`src/rtl/diff_integ.sv`:
```
// diff_integ: rebuilds NUM-lane sample beats from first-difference beats by an
// exclusive running sum, seeded per frame. Stride: i_switch=1 lag-1 chain,
// i_switch=0 two interleaved (even/odd lane) lag-2 chains.
// Optional macro DIFF_INTEG_SAT_EN: saturate on output narrowing instead of wrap.
module diff_integ #(
  parameter int unsigned SAMPLE_WIDTH = 32,
  parameter int unsigned NUM          = 8,
  parameter int unsigned GUARD        = 4,
  localparam int unsigned W           = SAMPLE_WIDTH / 2
) (
  input  logic                clk,
  input  logic                rst_n,
  input  logic                i_switch,
  input  logic signed [W-1:0] i_d_data [NUM],
  input  logic                i_d_valid,
  input  logic                i_d_first,
  input  logic                i_d_last,
  input  logic signed [W-1:0] i_seed0,
  input  logic signed [W-1:0] i_seed1,
  output logic signed [W-1:0] o_x [NUM],
  output logic                o_x_valid,
  output logic                o_x_last,
  output logic                o_err
);

  localparam int unsigned CW = W + GUARD;

  typedef enum logic {IDLE = 1'b0, RUN = 1'b1} state_t;

  state_t               r_state;
  state_t               w_state_nxt;
  logic                 w_accept;
  logic                 w_drop;
  logic                 r_frame_sw;

  logic                 r1_valid;
  logic                 r1_first;
  logic                 r1_last;
  logic                 r1_lag1;
  logic signed [W-1:0]  r1_d [NUM];
  logic signed [W-1:0]  r1_seed0;
  logic signed [W-1:0]  r1_seed1;

  logic signed [CW-1:0] r_ce;
  logic signed [CW-1:0] r_co;
  logic signed [CW-1:0] w_base_e;
  logic signed [CW-1:0] w_base_o;
  logic signed [CW-1:0] w_acc_e;
  logic signed [CW-1:0] w_acc_o;
  logic signed [CW-1:0] w_sum [NUM];

  logic                 r2_valid;
  logic                 r2_last;
  logic signed [CW-1:0] r2_x [NUM];

  logic signed [W-1:0]  w_nar [NUM];

  // Frame state register
  always_ff @(posedge clk or negedge rst_n) begin
    if (!rst_n) begin
      r_state <= IDLE;
    end else begin
      r_state <= w_state_nxt;
    end
  end

  // Frame tracking: accept beats inside a frame, drop stray beats in IDLE
  always_comb begin
    w_state_nxt = r_state;
    w_accept    = 1'b0;
    w_drop      = 1'b0;
    case (r_state)
      IDLE: begin
        if (i_d_valid) begin
          if (i_d_first) begin
            w_accept    = 1'b1;
            w_state_nxt = i_d_last ? IDLE : RUN;
          end else begin
            w_drop = 1'b1;
          end
        end
      end
      RUN: begin
        if (i_d_valid) begin
          w_accept = 1'b1;
          if (i_d_last) begin
            w_state_nxt = IDLE;
          end
        end
      end
      default: w_state_nxt = IDLE;
    endcase
  end

  // Stage 1: input register; stride is latched on the first beat only
  always_ff @(posedge clk or negedge rst_n) begin
    if (!rst_n) begin
      r_frame_sw <= 1'b0;
      r1_valid   <= 1'b0;
      r1_first   <= 1'b0;
      r1_last    <= 1'b0;
      r1_lag1    <= 1'b0;
      r1_d       <= '{default: '0};
      r1_seed0   <= '0;
      r1_seed1   <= '0;
      o_err      <= 1'b0;
    end else begin
      r1_valid <= w_accept;
      r1_first <= w_accept & i_d_first;
      r1_last  <= w_accept & i_d_last;
      o_err    <= w_drop;
      if (w_accept && i_d_first) begin
        r_frame_sw <= i_switch;
        r1_seed0   <= i_seed0;
        r1_seed1   <= i_seed1;
      end
      if (w_accept) begin
        r1_lag1 <= i_d_first ? i_switch : r_frame_sw;
        r1_d    <= i_d_data;
      end
    end
  end

  // Stage 2 combinational: exclusive in-beat prefix sums on top of the carries
  always_comb begin
    w_sum    = '{default: '0};
    w_base_e = r1_first ? CW'(r1_seed0) : r_ce;
    w_base_o = r1_first ? CW'(r1_seed1) : r_co;
    w_acc_e  = w_base_e;
    w_acc_o  = w_base_o;
    for (int j = 0; j < int'(NUM); j++) begin
      if (r1_lag1 || (j % 2 == 0)) begin
        w_sum[j] = w_acc_e;
        w_acc_e  = w_acc_e + CW'(r1_d[j]);
      end else begin
        w_sum[j] = w_acc_o;
        w_acc_o  = w_acc_o + CW'(r1_d[j]);
      end
    end
  end

  // Stage 2 register: carries advance only on accepted beats, so gaps hold them
  always_ff @(posedge clk or negedge rst_n) begin
    if (!rst_n) begin
      r_ce     <= '0;
      r_co     <= '0;
      r2_valid <= 1'b0;
      r2_last  <= 1'b0;
      r2_x     <= '{default: '0};
    end else begin
      r2_valid <= r1_valid;
      r2_last  <= r1_last;
      if (r1_valid) begin
        r_ce <= w_acc_e;
        r_co <= w_acc_o;
        r2_x <= w_sum;
      end
    end
  end

`ifdef DIFF_INTEG_SAT_EN
  localparam logic signed [CW-1:0] SAT_MAX = CW'((1 << (W - 1)) - 1);
  localparam logic signed [CW-1:0] SAT_MIN = ~SAT_MAX;

  // Stage 3 combinational: clamp the wide sum into the W-bit signed range
  always_comb begin
    w_nar = '{default: '0};
    for (int j = 0; j < int'(NUM); j++) begin
      if (r2_x[j] > SAT_MAX) begin
        w_nar[j] = W'(SAT_MAX);
      end else if (r2_x[j] < SAT_MIN) begin
        w_nar[j] = W'(SAT_MIN);
      end else begin
        w_nar[j] = W'(r2_x[j]);
      end
    end
  end
`else
  // Stage 3 combinational: keep the low W bits (modular wrap)
  always_comb begin
    w_nar = '{default: '0};
    for (int j = 0; j < int'(NUM); j++) begin
      w_nar[j] = W'(r2_x[j]);
    end
  end
`endif

  // Stage 3 register: o_x holds between valid beats
  always_ff @(posedge clk or negedge rst_n) begin
    if (!rst_n) begin
      o_x       <= '{default: '0};
      o_x_valid <= 1'b0;
      o_x_last  <= 1'b0;
    end else begin
      o_x_valid <= r2_valid;
      o_x_last  <= r2_last;
      if (r2_valid) begin
        o_x <= w_nar;
      end
    end
  end

endmodule
```
`config.mk`:
```
export PLATFORM = sky130hd
export DESIGN_NAME = diff_integ
export DESIGN_NICKNAME = d
export VERILOG_FILES = /design/src/rtl/diff_integ.sv
export SDC_FILE = /design/constraint.sdc
export NUM_CORES = 1
export LEC_CHECK = 0
export BUFFER_PORTS_ARGS = -buffer_cell sky130_fd_sc_hd__buf_2
export CAP_MARGIN = 20
export CORE_ASPECT_RATIO = 1.25
export CORE_MARGIN = 4
export CORE_UTILIZATION = 45
export CTS_CLUSTER_DIAMETER = 80
export CTS_CLUSTER_SIZE = 20
export DETAILED_ROUTE_END_ITERATION = 10
export GPL_TIMING_DRIVEN = 0
export PLACE_DENSITY = 0.69
export SYNTH_ARGS = -nofsm -noshare
export SYNTH_HDL_FRONTEND = slang
export SYNTH_SLANG_ARGS = --single-unit
```
`constraint.sdc`:
```
create_clock -name clk -period 25.5 [get_ports clk]
set_input_delay 5.1 -clock clk [delete_from_list [all_inputs] [get_ports clk]]
set_output_delay 5.1 -clock clk [all_outputs]
set_load 0.05 [all_outputs]
```
---- Word-level counts from Yosys, hierarchy flattened ----
Index checks and enable logic that the tools add are counted.
cells by class
  $add $sub $neg .......................... 12
  $mul .................................... 0
  divide/modulo/power cells ............... 0
  $lt $le $gt $ge ......................... 0
  equal/unequal tests ..................... 0
  shift operators ......................... 0
  muxes and demuxes ....................... 27
  bitwise logic cells ..................... 3
  reduce and logical (&&, ||, !) cells .... 1
operators with widths
  kind                                       number
  20-bit by 16-bit adder with 20-bit output  12
  20-bit 2-to-1 mux                          10
  16-bit 2-to-1 mux                          4
  1-bit 2-to-1 mux                           11
  1-bit case mux with 2 select lines         2
  1-bit AND                                  2
  1-bit logical AND                          1
  1-bit NOT                                  1
storage, ports and cells
  flip-flop bits (word level) ............. 467
  latch bits .............................. 0
  memory bits (writable) .................. 0
  bits in read-only memories .............. 0
  input port bits ......................... 166
  logic and storage cells ................. 82
  memories ................................ 0

---- Depth between registers and ports, before layout ----
Gate-level depths: netlist of the first run.
  word-level depth ........................ 13
  gate-level depth with buffers ........... 55
  mapped depth without buffers ............ 52

---- Worst setup path before layout of the first run ----
No wires, ideal clock.
  path type ............................... flip-flop to flip-flop
  from .................................... register r1_first
  to ...................................... register r_ce[15]
  setup time .............................. 137 ps
  arrival ................................. 10338 ps
  data required time ...................... 25363 ps
  setup slack ............................. 15025 ps
  cell stages (with the launch flop) ...... 47
  buffers on the path ..................... 3
  period minus slack after synthesis ...... 10475 ps
  cells stage by stage .................... dfrtp_1 > clkbuf_1 > clkbuf_1 > buf_1 > mux2_2 > ha_1 > fa_1 > a21o_1 > a21oi_1 > xnor2_1 > ha_1 > a21boi_1 > o31ai_1 > ha_1 > a21boi_0 > nor2_1 > ha_1 > and3_1 > [... 11 more ...] > a2111o_1 > and3_1 > o21a_1 > nor2_1 > xnor2_1 > mux2_2 > ha_1 > or3_1 > o31ai_1 > xnor2_1 > ha_1 > and3_1 > a2111oi_0 > a21oi_1 > xor2_1 > nand2_1 > xnor2_1 > a21oi_1
RTL lines
  element                 line  RTL
  from (decl)             37    logic r1_first;
  from (signal assigned)  109   r1_first <= w_accept & i_d_first;
  to (signal assigned)    154   r_ce <= w_acc_e;
  to (decl)               44    logic signed [CW-1:0] r_ce;

==> results of run 1 <==
layout make-up:
class | count | area, um^2 | share of cell area [%]
inverter | 100 | 375 | 1.26
clock inverter | 8 | 109 | 0.365
buffer | 105 | 394 | 1.32
timing repair buffer | 303 | 1650 | 5.52
sequential | 459 | 11500 | 38.5
tap | 757 | 947 | 3.17
clock buffer | 29 | 726 | 2.43
multi-input combinational | 2042 | 14200 | 47.4
kinds of logic (layout without fill, tap and decap cells):
group	Yosys count	in the layout
compound gates	505	505
flops	459	459
xor+xnor	155	155
mux	314	314
buf+inv	205	545
fa+ha+maj	196	196
simple gates	872	872
metrics by stage:
step	utilization (%)	cell area, um^2	cells	worst slack (ns)
floorplan	-	26400	2706	15.02
global placement	49.5	28800	3759	9.95
detailed placement	49.8	29000	3766	12.42
CTS	51.3	29800	3803	12.34
global route	51.3	29800	3803	11.56
finish	51.3	29800	3803	12.18
per-layer routing:
metal	vias up	share of wire (%)	GRT usage, %
li1	9947	-	-
met4	0	5.6	12.4
met5	-	0	0
met3	197	5.6	3.40
met2	788	48	46.5
met1	10300	40	34.4
cell usage after synthesis, types with 6 or more instances:
library cell,count
and3_1,10
a21boi_1,11
buf_1,16
a31oi_1,41
mux2i_1,29
inv_1,97
ha_1,184
o211ai_1,16
nor4_1,7
a211oi_1,9
nand2_1,559
a21oi_1,150
o41ai_1,10
o21a_1,23
o21bai_1,20
nor3_1,21
xnor2_1,105
or3_1,6
o31ai_1,11
clkbuf_1,89
nand2b_1,7
a21o_1,43
o21ai_1,42
o21ai_0,88
dfrtp_1,459
and2_1,10
nor2_1,190
mux2_2,284
fa_1,12
nor2b_1,31
a21boi_0,6
nand3_1,16
xor2_1,44
final timing paths:
check | from | endpoint | slack, ns
min | r1_last | r2_last | 0.36
min reg2reg | r1_last | r2_last | 0.36
max in group asynchronous | rst_n | r2_x[13] | 19.62
max | r1_first | r_ce[15] | 12.18
max reg2reg | r1_first | r_ce[15] | 12.18
min in group asynchronous | rst_n | r1_d[89] | 4.38
flip-flops by register name, summed over array words and instances, names as in the netlist, 16 cells and up:
| name | flops |
|---|---|
| r1_seed1 | 16 |
| r_ce | 16 |
| r_co | 16 |
| r2_x | 128 |
| r1_seed0 | 16 |
| r1_d | 128 |
| o_x | 128 |
==> flow_summary.ini, run 1 <==
[worst_setup_path]
cp.depth = 48
r2r_cells = 48
cp_slowest_cell = a2111oi_0
cp.required_ns = 25.98
slowest_delay_ns = 0.76
critical_path.max_fanout = 10
crit_top_cell = ha_1
crit_family = compound AO/OA/AOI/OAI gates
worstSetupPathType = flop to flop
start_kind = flop
end_kind = flop
path_buf_inv = 3
arrival_ns = 13.80

[timing]
period_needed_ns = 13.32
worst_slew_pin_slew_ns = 1.19
skew_ns = 0.0453
slew_headroom_pct = 20.9
setup_viol = 0
finalCritPeriodShare_pct = 52.2
slew_viol_final = 0
clock.fmax_ghz = 0.0751
fin_tns_setup_ns = 0
hold-worst-slack_ns = 0.364
hold_viol = 0
rsz0062_at_grt = no

[logic_synthesis]
synth_largest_area_cell = dfrtp_1
yosys.area_share.simple_pct = 13.4
synthesis.area_um2 = 26400
synthCells = 2706
synth_fa_ha_area_share_pct = 9.63
yosysWarnings = 0
synth_top_family_by_area = simple AND/OR/NAND/NOR gates
synthMuxAreaShare_pct = 13.3
ys_types = 70
ys_seq_area_share_pct = 43.5
synth.avg_cell_area_um2 = 9.76
syn_nets = 3068
synthFlopType = dfrtp_1
synth-seq-cells = 459
synth_xor_area_share_pct = 5.42
async_flop_share_pct = 100
synthTopCellsByArea = dfrtp_1, mux2_2, ha_1, nand2_1, xnor2_1
synth_top_area_share_pct = 43.5
synth_compound_area_share_pct = 11.9
synth_edf_count = 0

[finish]
antenna_cells = 0
nets = 3402
drive_gt1_share_pct = 20.9
area_delta_synth_final_pct = 13.0
final_common_cell = nand2_1
fillCellCount = 5487
final_cell_mix = nand2_1, dfrtp_1, buf_2

[global_routing]
antenna_found_initial = 2
grt_pass1_vias = 21000
grt_max_degree = 123
track_usage_pct = 27.1
grt_pass1_wl_mm = 130
gr-total-overflow = 0

[cts]
cts_made_buffers = 29
htreeDepth = 1
root_buffer = clkbuf_16
cts_tree = done
cts.sinks = 459
post-cts-setup-buffer-count = 0
clkLatencyLatePin_ns = 0.62
hold_buffers = 0
cts.repair.resized = 0
clkSlewWorstSetupHoldPaths_ns = 0.08
clock_path_buffers = 3

[floorplanning]
die_h_um = 279
die_w_um = 225
io_pins = 297
fp-row-count = 99
coreArea_um2 = 58200
start_util_pct = 45.4
dieArea_um2 = 62600

[detailed_routing]
drt_iter0_drc = 1713
drt-total-wl_mm = 87.5
vias_per_cell = 5.57
drt_drc_violations_left = 0
drt_pass1_iterations = 6
vias = 21200
antenna_left = 0
wire_per_inst_um = 23.0

[place]
place.gp.congestion = 1.01
portBuffers = 296
dp_hpwl_mm = 69.5

[job]
maxCapViolCount = 0

[outcome]
outcome = finished clean

[hold_path]
hold_class = flop to flop
min_path_cells = 0
Power of run 1 is left out: the tool's default activity adds up to more than one toggle a clock period on the data nets, which glitch-free logic cannot reach.
==> inputs of run 2 (changes only) <==
--- a/config.mk
+++ b/config.mk
@@ -5,6 +5,7 @@
 export SDC_FILE = /design/constraint.sdc
 export NUM_CORES = 1
 export LEC_CHECK = 0
+export ABC_AREA = 1
 export BUFFER_PORTS_ARGS = -buffer_cell sky130_fd_sc_hd__buf_2
 export CAP_MARGIN = 20
 export CORE_ASPECT_RATIO = 1.25
==> constraint.sdc (replaced) <==
create_clock -name clk -period 13.65 [get_ports clk]
set_input_delay 2.73 -clock clk [delete_from_list [all_inputs] [get_ports clk]]
set_output_delay 2.73 -clock clk [all_outputs]
set_load 0.05 [all_outputs]
==> run 2 against run 1 <==
Effect of this change: global-route usage increased by 2.1 points; sequential share of layout area is 0.53 points lower; first-iteration DRC count rose by 31%; hold slack worse by 0.015 ns; routed wire length up 8.4%; setup slack worse by 11 ns; synthesized cell count up 22%.
==> flow_summary.ini, run 2 <==
[logic_synthesis]
yosysMostFrequentCell = nand2_1
synth_edf_count = 0
synth-seq-cells = 459
syn_nets = 3664
ys_types = 45
synthCells = 3302
yosysWarnings = 0
synth_top_area_share_pct = 42.8
async_flop_share_pct = 100
synthesis.area_um2 = 26800
synthFlopType = dfrtp_1
synth_largest_area_cell = dfrtp_1
ys_seq_area_share_pct = 42.8
synth.avg_cell_area_um2 = 8.13
synthTopCellsByArea = dfrtp_1, nand2_1, ha_1, mux2_2, inv_1
synthTopCellsByCount = nand2_1, dfrtp_1, inv_1

[cts]
cts_tree = done
cts.repair.resized = 0
clock_path_buffers = 3
hold_buffers = 0
clkSlewWorstSetupHoldPaths_ns = 0.09
cts_made_buffers = 29
clkLatencyLatePin_ns = 0.63
cts.sinks = 459
post-cts-setup-buffer-count = 0
root_buffer = clkbuf_16
htreeDepth = 1

[worst_setup_path]
critical_path.max_fanout = 10
crit_top_cell = a21oi_1
cp.required_ns = 14.22
slowest_delay_ns = 0.51
r2r-start = r1_first
endpoint = r_ce[15]
start_kind = flop
worstSetupPathType = flop to flop
reg2reg_to = r_ce[15]
end_kind = flop
arrival_ns = 12.93
crit_start = r1_first
r2r_cells = 55
r2r_slack_ns = 1.28
cp_slowest_cell = o21ai_0

[global_routing]
grt_pass1_vias = 23200
grt_pass1_wl_mm = 141
track_usage_pct = 29.2
grt_max_degree = 124
antenna_found_initial = 1
gr-total-overflow = 0

[timing]
finalWorstSetupSlack_ns = 1.28
slew_headroom_pct = 19.0
worst_slew_pin_slew_ns = 1.20
fin_tns_setup_ns = 0
rsz0062_at_grt = no
finalCritPeriodShare_pct = 90.6
period_needed_ns = 12.37
setup_viol = 0
clock.fmax_ghz = 0.0809
skew_ns = 0.0324
slew_viol_final = 0
hold_viol = 0

[floorplanning]
io_pins = 297
coreArea_um2 = 58700
start_util_pct = 45.7
fp-row-count = 99
dieArea_um2 = 63700
die_w_um = 226
die_h_um = 281

[finish]
top_regs = o_x x128, r1_d x128, r2_x x128
area_delta_synth_final_pct = 12.7
final_cell_mix = nand2_1, dfrtp_1, buf_2
drive_gt1_share_pct = 14.1
final_common_cell = nand2_1
nets = 3998

[hold_path]
hold_class = flop to flop

[outcome]
outcome = finished clean

[detailed_routing]
drt_pass1_iterations = 8
wire_per_inst_um = 21.5
vias_per_cell = 5.46
drt_drc_violations_left = 0
vias = 24100
antenna_left = 0
drt_iter0_drc = 2248
drt-total-wl_mm = 94.8

[place]
portBuffers = 296
dp_hpwl_mm = 74.5
place.gp.congestion = 0.976
place_ws_ns = 1.45

[job]
maxCapViolCount = 0
-- run 2: changes by cell type after synthesis, sizes merged, moves of 51 or more --
| cell | previous run | this run |
|---|---|---|
| nand2 | 559 | 1140 |
| inv | 99 | 289 |
| mux2 | 285 | 128 |
| o21ai | 130 | 216 |
| xnor2 | 106 | 32 |
| nand3 | 16 | 81 |
| a21oi | 150 | 213 |
| nor2 | 190 | 139 |
-- run 2: worst min-delay path by stage --
stage | cells after the start | slack (ns) | from | end
floorplan | 0 | 0.33 | r2_last | o_x_last
global placement | 0 | 0.34 | r1_last | r2_last
detailed placement | 0 | 0.34 | r1_last | r2_last
CTS | 0 | 0.35 | r2_last | o_x_last
global route | 0 | 0.36 | r2_last | o_x_last
finish | 0 | 0.35 | r2_last | o_x_last
-- run 2: cell families (layout without fill, tap and decap cells) --
| kind of cell | Yosys count | count (layout) | synth area share, % |
|---|---|---|---|
| AND/OR/NAND/NOR | 1412 | 1412 | 20.7 |
| AO/OA/AOI/OAI | 587 | 587 | 12.3 |
| flip-flops | 459 | 459 | 42.8 |
| buffers and inverters | 413 | 755 | 5.81 |
| adder cells (fa/ha/maj) | 196 | 196 | 9.47 |
| multiplexers | 128 | 128 | 5.37 |
| XOR/XNOR | 107 | 107 | 3.55 |
| other | 0 | 2 | 0 |
-- run 2: routing by layer --
metal / global-route usage (%) / part of all wire, % / vias up
met5: 0 / 0 / -
met4: 13.5 / 6.0 / 0
met3: 3.78 / 7.6 / 248
met2: 49.0 / 47 / 1020
met1: 37.8 / 40 / 11300
li1: - / - / 11400
-- run 2: final cells by class --
type	instances	area (um^2)
antenna	2	5.00
clock inverter	8	85.1
timing repair buffer	303	1640
clock buffer	31	733
inverter	290	1090
fill	5797	28500
tap	757	947
multi-input combinational	2430	13800
buffer	123	474
sequential	459	11500
-- run 2: per-stage QoR --
stage                     cells  util [%]  hold slack (ns)  cell area (um^2)
final                      4403      51.5            0.349             30300
after global routing       4401      51.5            0.358             30300
after CTS                  4401      51.5            0.350             30300
after detailed placement   4362      50.1            0.337             29400
after global placement     4355      49.9            0.336             29300
after floorplan            3302         -            0.331             26800
-- run 2: critical path, delay by kind of cell, from the launching register on --
family / cells / cell delay [ns]
compound gates: 20 / 4.26
fa+ha+maj: 9 / 3.25
simple gates: 14 / 1.83
xor+xnor: 5 / 1.55
buf+inv: 7 / 0.99
flops: 1 / 0.38
Power of run 2 is left out for the same reason.
==> inputs of run 3 (changes only) <==
--- a/config.mk
+++ b/config.mk
@@ -10,12 +10,13 @@
 export CAP_MARGIN = 20
 export CORE_ASPECT_RATIO = 1.25
 export CORE_MARGIN = 4
-export CORE_UTILIZATION = 45
+export CORE_UTILIZATION = 50
 export CTS_CLUSTER_DIAMETER = 80
 export CTS_CLUSTER_SIZE = 20
 export DETAILED_ROUTE_END_ITERATION = 10
 export GPL_TIMING_DRIVEN = 0
-export PLACE_DENSITY = 0.69
+export PLACE_DENSITY = 0.75
+export SLEW_MARGIN = 10
 export SYNTH_ARGS = -nofsm -noshare
 export SYNTH_HDL_FRONTEND = slang
 export SYNTH_SLANG_ARGS = --single-unit
==> constraint.sdc (replaced) <==
create_clock -name clk -period 15.6 [get_ports clk]
set_input_delay 3.12 -clock clk [delete_from_list [all_inputs] [get_ports clk]]
set_output_delay 3.12 -clock clk [all_outputs]
set_load 0.05 [all_outputs]
==> run 3 against run 2 <==
Effect of this change: routed wire length fell by 4.1%; die area fell by 9.7%; critical endpoint unchanged; setup slack improved by 2.1 ns; via count barely moved; sequential share of layout area rose by 0.20 points; critical path depth rose by 3; first-iteration DRC count fell by 6.6%; count of clock-buffer cells in the layout fell by 1; final area fell by 0.52%; critical path type unchanged; register-to-register slack improved by 2.1 ns; final cell count fell by 2.1%; global-route usage rose by 1.3 points.
==> flow_summary.ini, run 3 (synthesis gave the netlist of run 2 again) <==
[detailed_routing]
drt_pass1_iterations = 6
drt-total-wl_mm = 90.9
drt_drc_violations_left = 0
vias_per_cell = 5.58
wire_per_inst_um = 21.1
drt_iter0_drc = 2099
vias = 24100
antenna_left = 0

[cts]
cts_tree = done
cts.repair.resized = 0
cts_made_buffers = 28
hold_buffers = 0
cts.sinks = 459
root_buffer = clkbuf_16
clkSlewWorstSetupHoldPaths_ns = 0.08
post-cts-setup-buffer-count = 0
clock_path_buffers = 3
htreeDepth = 1
clkLatencyLatePin_ns = 0.61

[timing]
slew_headroom_pct = 22.9
finalCritPeriodShare_pct = 78.6
slew_viol_final = 0
rsz0062_at_grt = no
clock.fmax_ghz = 0.0816
period_needed_ns = 12.26
fin_tns_setup_ns = 0
skew_ns = 0.0185
worst_slew_pin_slew_ns = 1.16
setup_viol = 0
hold-worst-slack_ns = 0.364
hold_viol = 0

[floorplanning]
die_w_um = 215
start_util_pct = 50.7
dieArea_um2 = 57500
fp-row-count = 94
coreArea_um2 = 52900
io_pins = 297
die_h_um = 267

[place]
place_inst = 4275
place.gp.congestion = 0.985
dpl-instance-area_um2 = 29300
dp_hpwl_mm = 71.2
portBuffers = 296

[global_routing]
grt_max_degree = 116
grt_pass1_wl_mm = 135
antenna_found_initial = 1
gr-total-overflow = 0
grt_pass1_vias = 23300
track_usage_pct = 30.6

[finish]
area_delta_synth_final_pct = 12.1
drive_gt1_share_pct = 14.0
fillCellCount = 4932
stdcell_count = 4311
final_common_cell = nand2_1
final_cell_mix = nand2_1, dfrtp_1, buf_2
multi_input_area_um2 = 13800
seq_area_um2 = 11500
nets = 3996
top_regs = o_x x128, r1_d x128, r2_x x128
stdcell_area_um2 = 30100

[worst_setup_path]
path_buf_inv = 9
cp_slowest_cell = o21ai_0
worstSetupPathType = flop to flop
cp.required_ns = 16.15
slowest_delay_ns = 0.52
r2r-start = r1_first
r2r_cells = 58
arrival_ns = 12.81
end_kind = flop
reg2reg_to = r_ce[15]
r2r_slack_ns = 3.34
start_kind = flop
critical_path.max_fanout = 10
crit_family = compound AO/OA/AOI/OAI gates

[hold_path]
min_path_cells = 0
min_from = r1_last
hold_class = flop to flop
min_to = r2_last

[outcome]
outcome = finished clean

[job]
maxCapViolCount = 0
[run 3: how the worst max path moves through the flow]
stage	from	endpoint	slack, ns	cells past startpoint
2_1_floorplan	r1_first	r_ce[15]	6.57	57
3_3_place_gp	rst_n	o_x[26]	2.24	1
3_5_place_dp	r1_first	r_ce[15]	3.54	57
4_1_cts	r1_first	r_ce[15]	3.51	58
5_1_grt	r1_first	r_ce[15]	2.65	60
6_report	r1_first	r_ce[15]	3.34	58
[run 3: area by class of cell]
class	instances	share of cell area (%)
Antenna cell	1	0.00831
Tap cell	672	2.79
Multi-Input combinational cell	2430	45.9
Inverter	290	3.62
Clock inverter	4	0.162
Timing Repair Buffer	302	5.41
Sequential cell	459	38.2
Clock buffer	30	2.42
Buffer	123	1.58
[run 3: routing by layer]
metal	GRT usage, %	part of all wire [%]	vias to the layer above
met5	0	0	-
met4	16.4	6.5	0
met3	4.44	7.9	295
met2	51.1	46	1161
met1	38.7	39	11200
li1	-	-	11400
[run 3: through the flow]
step | setup slack (ns) | util [%]
after global placement | 2.24 | 55.1
after floorplan | 6.57 | -
after CTS | 3.51 | 56.8
after detailed placement | 3.54 | 55.4
final | 3.34 | 56.9
after global routing | 2.65 | 56.9
Power of run 3 is left out for the same reason.
